$ cat src/rtl/fpa_arbiter_pkg.sv
// Shared definitions for adder-side controllers: FSM state encoding,
// response status codes and an index-width helper.
package fpa_arbiter_pkg;

    typedef enum logic [1:0] {
        ST_IDLE  = 2'd0,
        ST_ISSUE = 2'd1,
        ST_WAIT  = 2'd2,
        ST_RESP  = 2'd3
    } arb_state_t;

    localparam logic [1:0] ERR_OK  = 2'b00;
    localparam logic [1:0] ERR_EXC = 2'b01;
    localparam logic [1:0] ERR_TMO = 2'b10;

    // Width of an index into n items (at least one bit).
    function automatic int idx_w(input int n);
        return (n > 1) ? $clog2(n) : 1;
    endfunction

endpackage

$ cat src/rtl/fpa_arbiter_rr_pick.sv
// Combinational round-robin selector: first set bit of i_req at or after
// i_ptr, searching upward with wrap from N_REQ-1 to 0.
module fpa_arbiter_rr_pick
    import fpa_arbiter_pkg::*;
#(
    parameter int N_REQ = 4,
    localparam int IW   = idx_w(N_REQ)
) (
    input  logic [N_REQ-1:0] i_req,
    input  logic [IW-1:0]    i_ptr,
    output logic             o_valid,
    output logic [N_REQ-1:0] o_gnt,
    output logic [IW-1:0]    o_idx
);

    logic [IW:0] w_sum;

    // Scan offsets from farthest to nearest so the nearest hit is the last write.
    always_comb begin
        o_valid = 1'b0;
        o_gnt   = '0;
        o_idx   = '0;
        w_sum   = '0;
        for (int k = N_REQ - 1; k >= 0; k--) begin
            w_sum = {1'b0, i_ptr} + (IW+1)'(k);
            if (w_sum >= (IW+1)'(N_REQ))
                w_sum = w_sum - (IW+1)'(N_REQ);
            if (i_req[w_sum[IW-1:0]]) begin
                o_valid                 = 1'b1;
                o_idx                   = w_sum[IW-1:0];
                o_gnt                   = '0;
                o_gnt[w_sum[IW-1:0]]    = 1'b1;
            end
        end
    end

endmodule

$ cat src/rtl/fpa_arbiter.sv
// Round-robin arbiter/sequencer sharing one floating-point adder among
// N_REQ requesters: grant, start, wait for done/exception/timeout, respond.
module fpa_arbiter
    import fpa_arbiter_pkg::*;
#(
    parameter int N_REQ   = 4,
    parameter int W       = 8,
    parameter int TIMEOUT = 32
) (
    input  logic               clk,
    input  logic               clr,
    input  logic [N_REQ-1:0]   req,
    input  logic [N_REQ*W-1:0] a_in,
    input  logic [N_REQ*W-1:0] b_in,
    output logic [N_REQ-1:0]   gnt,
    output logic [N_REQ-1:0]   rsp_valid,
    output logic [W-1:0]       rsp_data,
    output logic [1:0]         rsp_err,
    output logic               fpa_start,
    output logic [W-1:0]       fpa_a,
    output logic [W-1:0]       fpa_b,
    output logic               fpa_clr,
    input  logic               fpa_done,
    input  logic               fpa_except,
    input  logic [W-1:0]       fpa_result,
    output logic               busy
);

    localparam int IW = idx_w(N_REQ);
    localparam int TW = $clog2(TIMEOUT);

    arb_state_t     r_state, w_next;
    logic [IW-1:0]  r_ptr, r_owner;
    logic [TW-1:0]  r_timer;
    logic           w_pick_valid;
    logic [N_REQ-1:0] w_pick_gnt;
    logic [IW-1:0]  w_pick_idx;
    logic           w_exc, w_done, w_tmo;

    fpa_arbiter_rr_pick #(.N_REQ(N_REQ)) u_pick (
        .i_req   (req),
        .i_ptr   (r_ptr),
        .o_valid (w_pick_valid),
        .o_gnt   (w_pick_gnt),
        .o_idx   (w_pick_idx)
    );

    // Completion events are only meaningful in WAIT; exception beats done beats timeout.
    assign w_exc  = (r_state == ST_WAIT) && fpa_except;
    assign w_done = (r_state == ST_WAIT) && fpa_done && !fpa_except;
    assign w_tmo  = (r_state == ST_WAIT) && !fpa_done && !fpa_except &&
                    (r_timer == TW'(TIMEOUT - 1));

    // State register.
    always_ff @(posedge clk) begin
        if (clr) r_state <= ST_IDLE;
        else     r_state <= w_next;
    end

    // Next-state logic.
    always_comb begin
        w_next = r_state;
        case (r_state)
            ST_IDLE:  if (w_pick_valid) w_next = ST_ISSUE;
            ST_ISSUE: w_next = ST_WAIT;
            ST_WAIT:  if (w_exc || w_done || w_tmo) w_next = ST_RESP;
            ST_RESP:  w_next = ST_IDLE;
            default:  w_next = ST_IDLE;
        endcase
    end

    // Pulse outputs decoded from state and owner.
    always_comb begin
        gnt       = '0;
        rsp_valid = '0;
        fpa_start = 1'b0;
        fpa_clr   = 1'b0;
        busy      = (r_state != ST_IDLE);
        case (r_state)
            ST_ISSUE: begin
                gnt[r_owner] = 1'b1;
                fpa_start    = 1'b1;
            end
            ST_WAIT:  fpa_clr = w_tmo;
            ST_RESP:  rsp_valid[r_owner] = 1'b1;
            default:  ;
        endcase
    end

    // Datapath: owner/operand capture, timeout timer, response and pointer update.
    always_ff @(posedge clk) begin
        if (clr) begin
            r_ptr    <= '0;
            r_owner  <= '0;
            r_timer  <= '0;
            fpa_a    <= '0;
            fpa_b    <= '0;
            rsp_data <= '0;
            rsp_err  <= ERR_OK;
        end else begin
            case (r_state)
                ST_IDLE: begin
                    if (w_pick_valid) begin
                        r_owner <= w_pick_idx;
                        fpa_a   <= a_in[int'(w_pick_idx)*W +: W];
                        fpa_b   <= b_in[int'(w_pick_idx)*W +: W];
                    end
                end
                ST_ISSUE: r_timer <= '0;
                ST_WAIT: begin
                    r_timer <= r_timer + 1'b1;
                    if (w_exc) begin
                        rsp_err  <= ERR_EXC;
                        rsp_data <= '0;
                    end else if (w_done) begin
                        rsp_err  <= ERR_OK;
                        rsp_data <= fpa_result;
                    end else if (w_tmo) begin
                        rsp_err  <= ERR_TMO;
                    end
                end
                ST_RESP: r_ptr <= (r_owner == IW'(N_REQ - 1)) ? '0 : r_owner + 1'b1;
                default: ;
            endcase
        end
    end

endmodule

$ cat config.mk
export PLATFORM = sky130hd
export DESIGN_NAME = fpa_arbiter
export DESIGN_NICKNAME = d
export VERILOG_FILES = /design/src/rtl/fpa_arbiter_pkg.sv /design/src/rtl/fpa_arbiter_rr_pick.sv /design/src/rtl/fpa_arbiter.sv
export SDC_FILE = /design/constraint.sdc
export NUM_CORES = 1
export LEC_CHECK = 0
export ABC_CLOCK_PERIOD_IN_PS = 5700
export CAP_MARGIN = 20
export CORE_ASPECT_RATIO = 0.8
export CORE_MARGIN = 8
export CORE_UTILIZATION = 55
export DETAILED_ROUTE_END_ITERATION = 6
export DONT_BUFFER_PORTS = 1
export GPL_ROUTABILITY_DRIVEN = 0
export PLACE_DENSITY = 0.73
export SLEW_MARGIN = 40
export SYNTH_ARGS = -nofsm -noshare
export SYNTH_HDL_FRONTEND = slang
export SYNTH_HIERARCHICAL = 1
export SYNTH_SLANG_ARGS = --single-unit
$ cat constraint.sdc
create_clock -name clk -period 5.7 [get_ports clk]
set_clock_uncertainty 0.05 [all_clocks]
set_input_delay 1.14 -clock clk [delete_from_list [all_inputs] [get_ports clk]]
set_output_delay 1.14 -clock clk [all_outputs]
set_load 0.1 [all_outputs]
; ---- Word level (Yosys, flattened, before mapping)
; Cells that the tools add are included.
[totals]
regBits = 37
latchBits = 0
ramBits = 0
mem_bits_ro = 0
input_bits = 80
output_inout_bits = 37
word_cells = 92
n_memories = 0
[op_classes]
n_addsub = 9
n_mul = 0
n_div = 0
n_lt_le_gt_ge = 10
n_eq_ne = 7
shifts = 2
n_mux = 36
n_bitwise = 0
n_reduce_logical = 20
[op_table]
columns = cell, n
row1 = $shiftx A32 B6 Y8, 2
row2 = $mux W2, 14
row3 = $mux W8, 2
row4 = $lt A2 B3 Y1 const B, 5
row5 = $mux W1, 11
row6 = $pmux W5 S2, 1
row7 = $ge A3 B3 Y1 const B, 3
row8 = $bmux W1 S2, 4
row9 = $mux W4, 2
row10 = $pmux W2 S4, 1
row11 = $reduce_and A2 Y1, 4
row12 = $sub A2 B1 Y2 const B, 4
row13 = $logic_and A1 B1 Y1, 7
row14 = $add A2 B2 Y3 const B, 2
row15 = $eq A2 B2 Y1 const B, 3
row16 = $reduce_bool A2 Y1, 3
row17 = $add A5 B1 Y5 const B, 1
row18 = $eq A5 B5 Y1 const B, 1
row19 = $ne A2 B1 Y1 const B, 2
row20 = $add A2 B1 Y3 const B, 1
row21 = $ge A2 B3 Y1 const B, 1
row22 = $reduce_bool A3 Y1, 1
row23 = $add A2 B1 Y2 const B, 1
row24 = $demux W1 S2, 1
row25 = other kinds (5), 7

; ---- Longest topological paths before layout
[depth]
depth_word = 11
ltp_mapped = 12
depth_no_buf = 9

; ---- Modules after synthesis
; Netlist, hierarchy kept.
[by_module_without_submodules]
columns = module, instances, cells_each, area_per_inst_um2
row1 = fpa_arbiter, 1, 228, 2084.5
row2 = fpa_arbiter_rr_pick, 1, 85, 683.2

; ---- Worst setup path after synthesis
; Ideal clock, no wire load.
[synth_path]
path_kind = input to output
startpoint = input fpa_except
endpoint = output fpa_clr
arrival_time_ps = 3368
required_time_ps = 4510
setup_slack_ps = 1142
stages = 2
path_buffers = 1
cell_sequence = clkbuf_1 -> nor3_1
[synth_between]
elab_chain_cells = 4
[synth_rtl]
columns = element, line
row1 = start: declaration, fpa_arbiter.sv:24  ; input logic fpa_except,
row2 = $logic_not A1 Y1, fpa_arbiter.sv:51  ; assign w_tmo = (r_state == ST_WAIT) && !fpa_done && !fpa_except &&
row3 = $logic_and A1 B1 Y1 (2 in series), fpa_arbiter.sv:51
row4 = $mux W1, fpa_arbiter.sv:79  ; case (r_state)
row5 = end: declaration, fpa_arbiter.sv:22  ; output logic fpa_clr,
; Every way passes these cells.

; ---- Worst setup path after layout
[layout_path]
startpoint = register r_ptr[0]
endpoint = register fpa_a[7]
[layout_between]
elab_chain_cells = 10
word_cells_on_any_way = 33
cone_classes = add/sub: 7 / order compare: 4 / shift: 1 / mux: 20 / reduce/logical: 1
[layout_rtl]
columns = element, line
row1 = start: declaration, fpa_arbiter.sv:33  ; logic [IW-1:0] r_ptr, r_owner;
row2 = start signal: assignment, fpa_arbiter.sv:122  ; ST_RESP: r_ptr <= (r_owner == IW'(N_REQ - 1)) ? '0 : r_owner + 1'b1;
row3 = $add A2 B2 Y3, fpa_arbiter_rr_pick.sv:25  ; w_sum = {1'b0, i_ptr} + (IW+1)'(k);
row4 = $ge A3 B3 Y1 / $sub A2 B1 Y2 (equally long branches), "fpa_arbiter_rr_pick.sv:26, fpa_arbiter_rr_pick.sv:27"
row5 = $mux W2, fpa_arbiter_rr_pick.sv:26  ; if (w_sum >= (IW+1)'(N_REQ))
row6 = $bmux W1 S2, fpa_arbiter_rr_pick.sv:28  ; if (i_req[w_sum[IW-1:0]]) begin
row7 = $mux W1 (not written as such), fpa_arbiter_rr_pick.sv:28
row8 = $mux W2 (3 in series), fpa_arbiter_rr_pick.sv:28
row9 = $mux W2 (*), fpa_arbiter_rr_pick.sv:28
row10 = via w_pick_idx[0], fpa_arbiter.sv:37  ; logic [IW-1:0] w_pick_idx;
row11 = $shiftx A32 B6 Y8 (*), fpa_arbiter.sv:105  ; fpa_a <= a_in[int'(w_pick_idx)*W +: W];
row12 = end signal: assignment, fpa_arbiter.sv:105
row13 = end: declaration, fpa_arbiter.sv:20  ; output logic [W-1:0] fpa_a,
; Mark *: on every way through the listed nets, which the timed path passes. The rest lies on a longest branch. The select of a mux whose other input is x is not followed.
; A chain may end at the register's enable or synchronous reset.

==> run_results.csv <==
group,metric,value,unit
critical_path,crit_arrival,3260,ps
pwr,vdd_ir_drop_max,249.1,uV
cts,cts_tree,"done",
pwr,power_leakage,0.9793,nW
yosys,syn_avg_cell_area,9.012,sq um
sta,min_period,3142,ps
cts,cts.path.max_buffers,2,
drt,antenna_left,0,
cts,cts_setup_buffers,0,
finish,syn_to_final_growth,5.851,%
global_route,use_met1,19.46,%
sta,slew_viol_final,0,
critical_path,rrSetupSlack,2560,ps
critical_path,ff2ff_path_depth,10,
critical_path,path_max_fanout,33,
sta,setup_viol,0,
drt,drc_errors,0,
cts,path_clk_slew,70,ps
drt,via_count,1789,
critical_path,worstReg2RegStart,"r_ptr[0]",
sta,finalHoldViolations,0,
global_route,grt_max_degree,34,
die,row_count,21,
drt,drt_iter0_drc,66,
finish,nFillCells,389,
yosys,yosys_warnings,6,
die,die_area,6639,sq um
critical_path,critPathCaptureType,"register",
die,io_pins,117,
cts,cts_made_buffers,5,
pwr,p_per_area,543.1,nW/um^2
cts,cts_hold_buf,0,
critical_path,crit_required,5820,ps
drt,wl_per_cell,18.35,microns
die,start_util,56.66,%
cts,h-tree-depth,2,
yosys,syn_inst,261,
global_route,top_usage_layer,"met2",
yosys,synth_area,2352,sq um
drt,routed_via_density,5.790,
hold_path,hold_class,"reg2reg",
global_route,grt_overflow_total,0,
global_route,grt_pass1_wl,8804,microns
global_route,first_global_vias,1846,
drt,detail_route.wirelength,5671,microns
sta,rsz0062_at_grt,"no",
hold_path,holdPathStages,2,
die,die_height,74.50,microns
drt,firstDrtPassIters,4,
sta,max_slew_margin,43.13,%
yosys,syn_nets,352,
cts,root_buffer,"clkbuf_8",
pwr,total_power,1.352,mW
sta,fmax,318.2,MHz
global_route,grt_util_all_layers,16.70,%
hold_path,worstHoldStart,"r_timer[4]",
global_route,antenna_found_initial,0,
sta,setup_tns,0,ps
place,dp_hpwl,4394,microns
critical_path,cp-start-kind,"register",
die,die_x,89.12,microns
finish,drive_above_1_share,30.95,%
cts,clock_sinks,37,
hold_path,hold-path-endpoint,"r_timer[4]",
die,core,4151,sq um
finish,diodes,0,
global_route,use_met2,26.58,%
critical_path,critPathKind,"reg2reg",
cts,insertion_delay,280,ps
sta,min_period_over_period,55.13,%
finish,ff_latch_area,773.2,sq um
cts,cts-resized-gates,0,
place,port_buffers,0,
finish,multi_input_area,1451,sq um
global_route,globalRouteMet3Util,8.278,%
job,max_cap_viol_count,0,
critical_path,r2r-end,"fpa_a[7]",
finish,nets,342,
sta,worst_slew_pin_slew,852.1,ps
status,status,"complete, no violations",
[power breakdown]
part           total (mW)  switching [mW]  internal (mW)  leakage, nW
combinational       0.408           0.267          0.140        0.608
sequential          0.713           0.386          0.327        0.313
clock               0.231          0.0889          0.143       0.0585
total                1.35           0.742          0.611        0.979
[area by class of cell]
type | instances | share of cell area [%]
repair buffers | 3 | 1.608
multi-input cells | 194 | 58.29
inverters | 10 | 1.508
flip-flops and latches | 37 | 31.06
well taps | 57 | 2.864
clock buffers | 7 | 3.467
clock inverters | 1 | 1.206
[cell usage in the layout, fill, tap and decap left out, drive strengths merged, types with 2 or more instances in the layout]
cell	instances
nand2	52
clkbuf	8
mux2	35
buf	2
o21ai	4
inv	10
mux2i	6
nand3b	8
a22oi	16
nor2	10
nor3	3
nand3	6
and2	8
a21oi	17
ha	11
dfxtp	37
[metrics by stage]
stage                     hold WS (ps)  cells  worst slack, ps  utilization, %  area, sq um
after global placement           398.9    301             2355           56.09         2328
after global routing             451.4    309             2300           59.98         2490
after CTS                        421.8    309             2553           59.98         2490
after detailed placement         409.8    301             2431           57.17         2374
after floorplan                  394.2    261             1142               -         2352
final                            422.4    309             2558           59.98         2490
[metal layers]
layer / up-vias / wire length [microns]
li1: 888 / -
met1: 832 / 2249
met2: 67 / 2747
met3: 2 / 653
met4: 0 / 20
met5: - / 0
[state kept, by name (all words and copies together), names as in the netlist]
signal    flops
r_state       2
rsp_err       2
fpa_b         8
rsp_data      8
fpa_a         8
r_timer       5
r_owner       2
r_ptr         2
[worst max-delay path: stages (launching register included)]
cell and delay, ps:
dfxtp_1 640, inv_1 110, ha_1 450, nor2_1 80
o221ai_1 150, o21ai_0 170, a211oi_4 220, buf_4 410
mux2_2 390, a222oi_1 290, inv_1 60
[how the worst max path moves through the flow]
stage	startpoint	to	cells past startpoint
floorplan	fpa_except	fpa_clr	2
global placement	r_state[1]	gnt[0]	3
detailed placement	req[0]	fpa_a[7]	8
CTS	r_ptr[0]	fpa_a[7]	10
global route	r_ptr[0]	fpa_a[7]	10
finish	r_ptr[0]	fpa_a[7]	10
(Power assumes the default switching activity.)
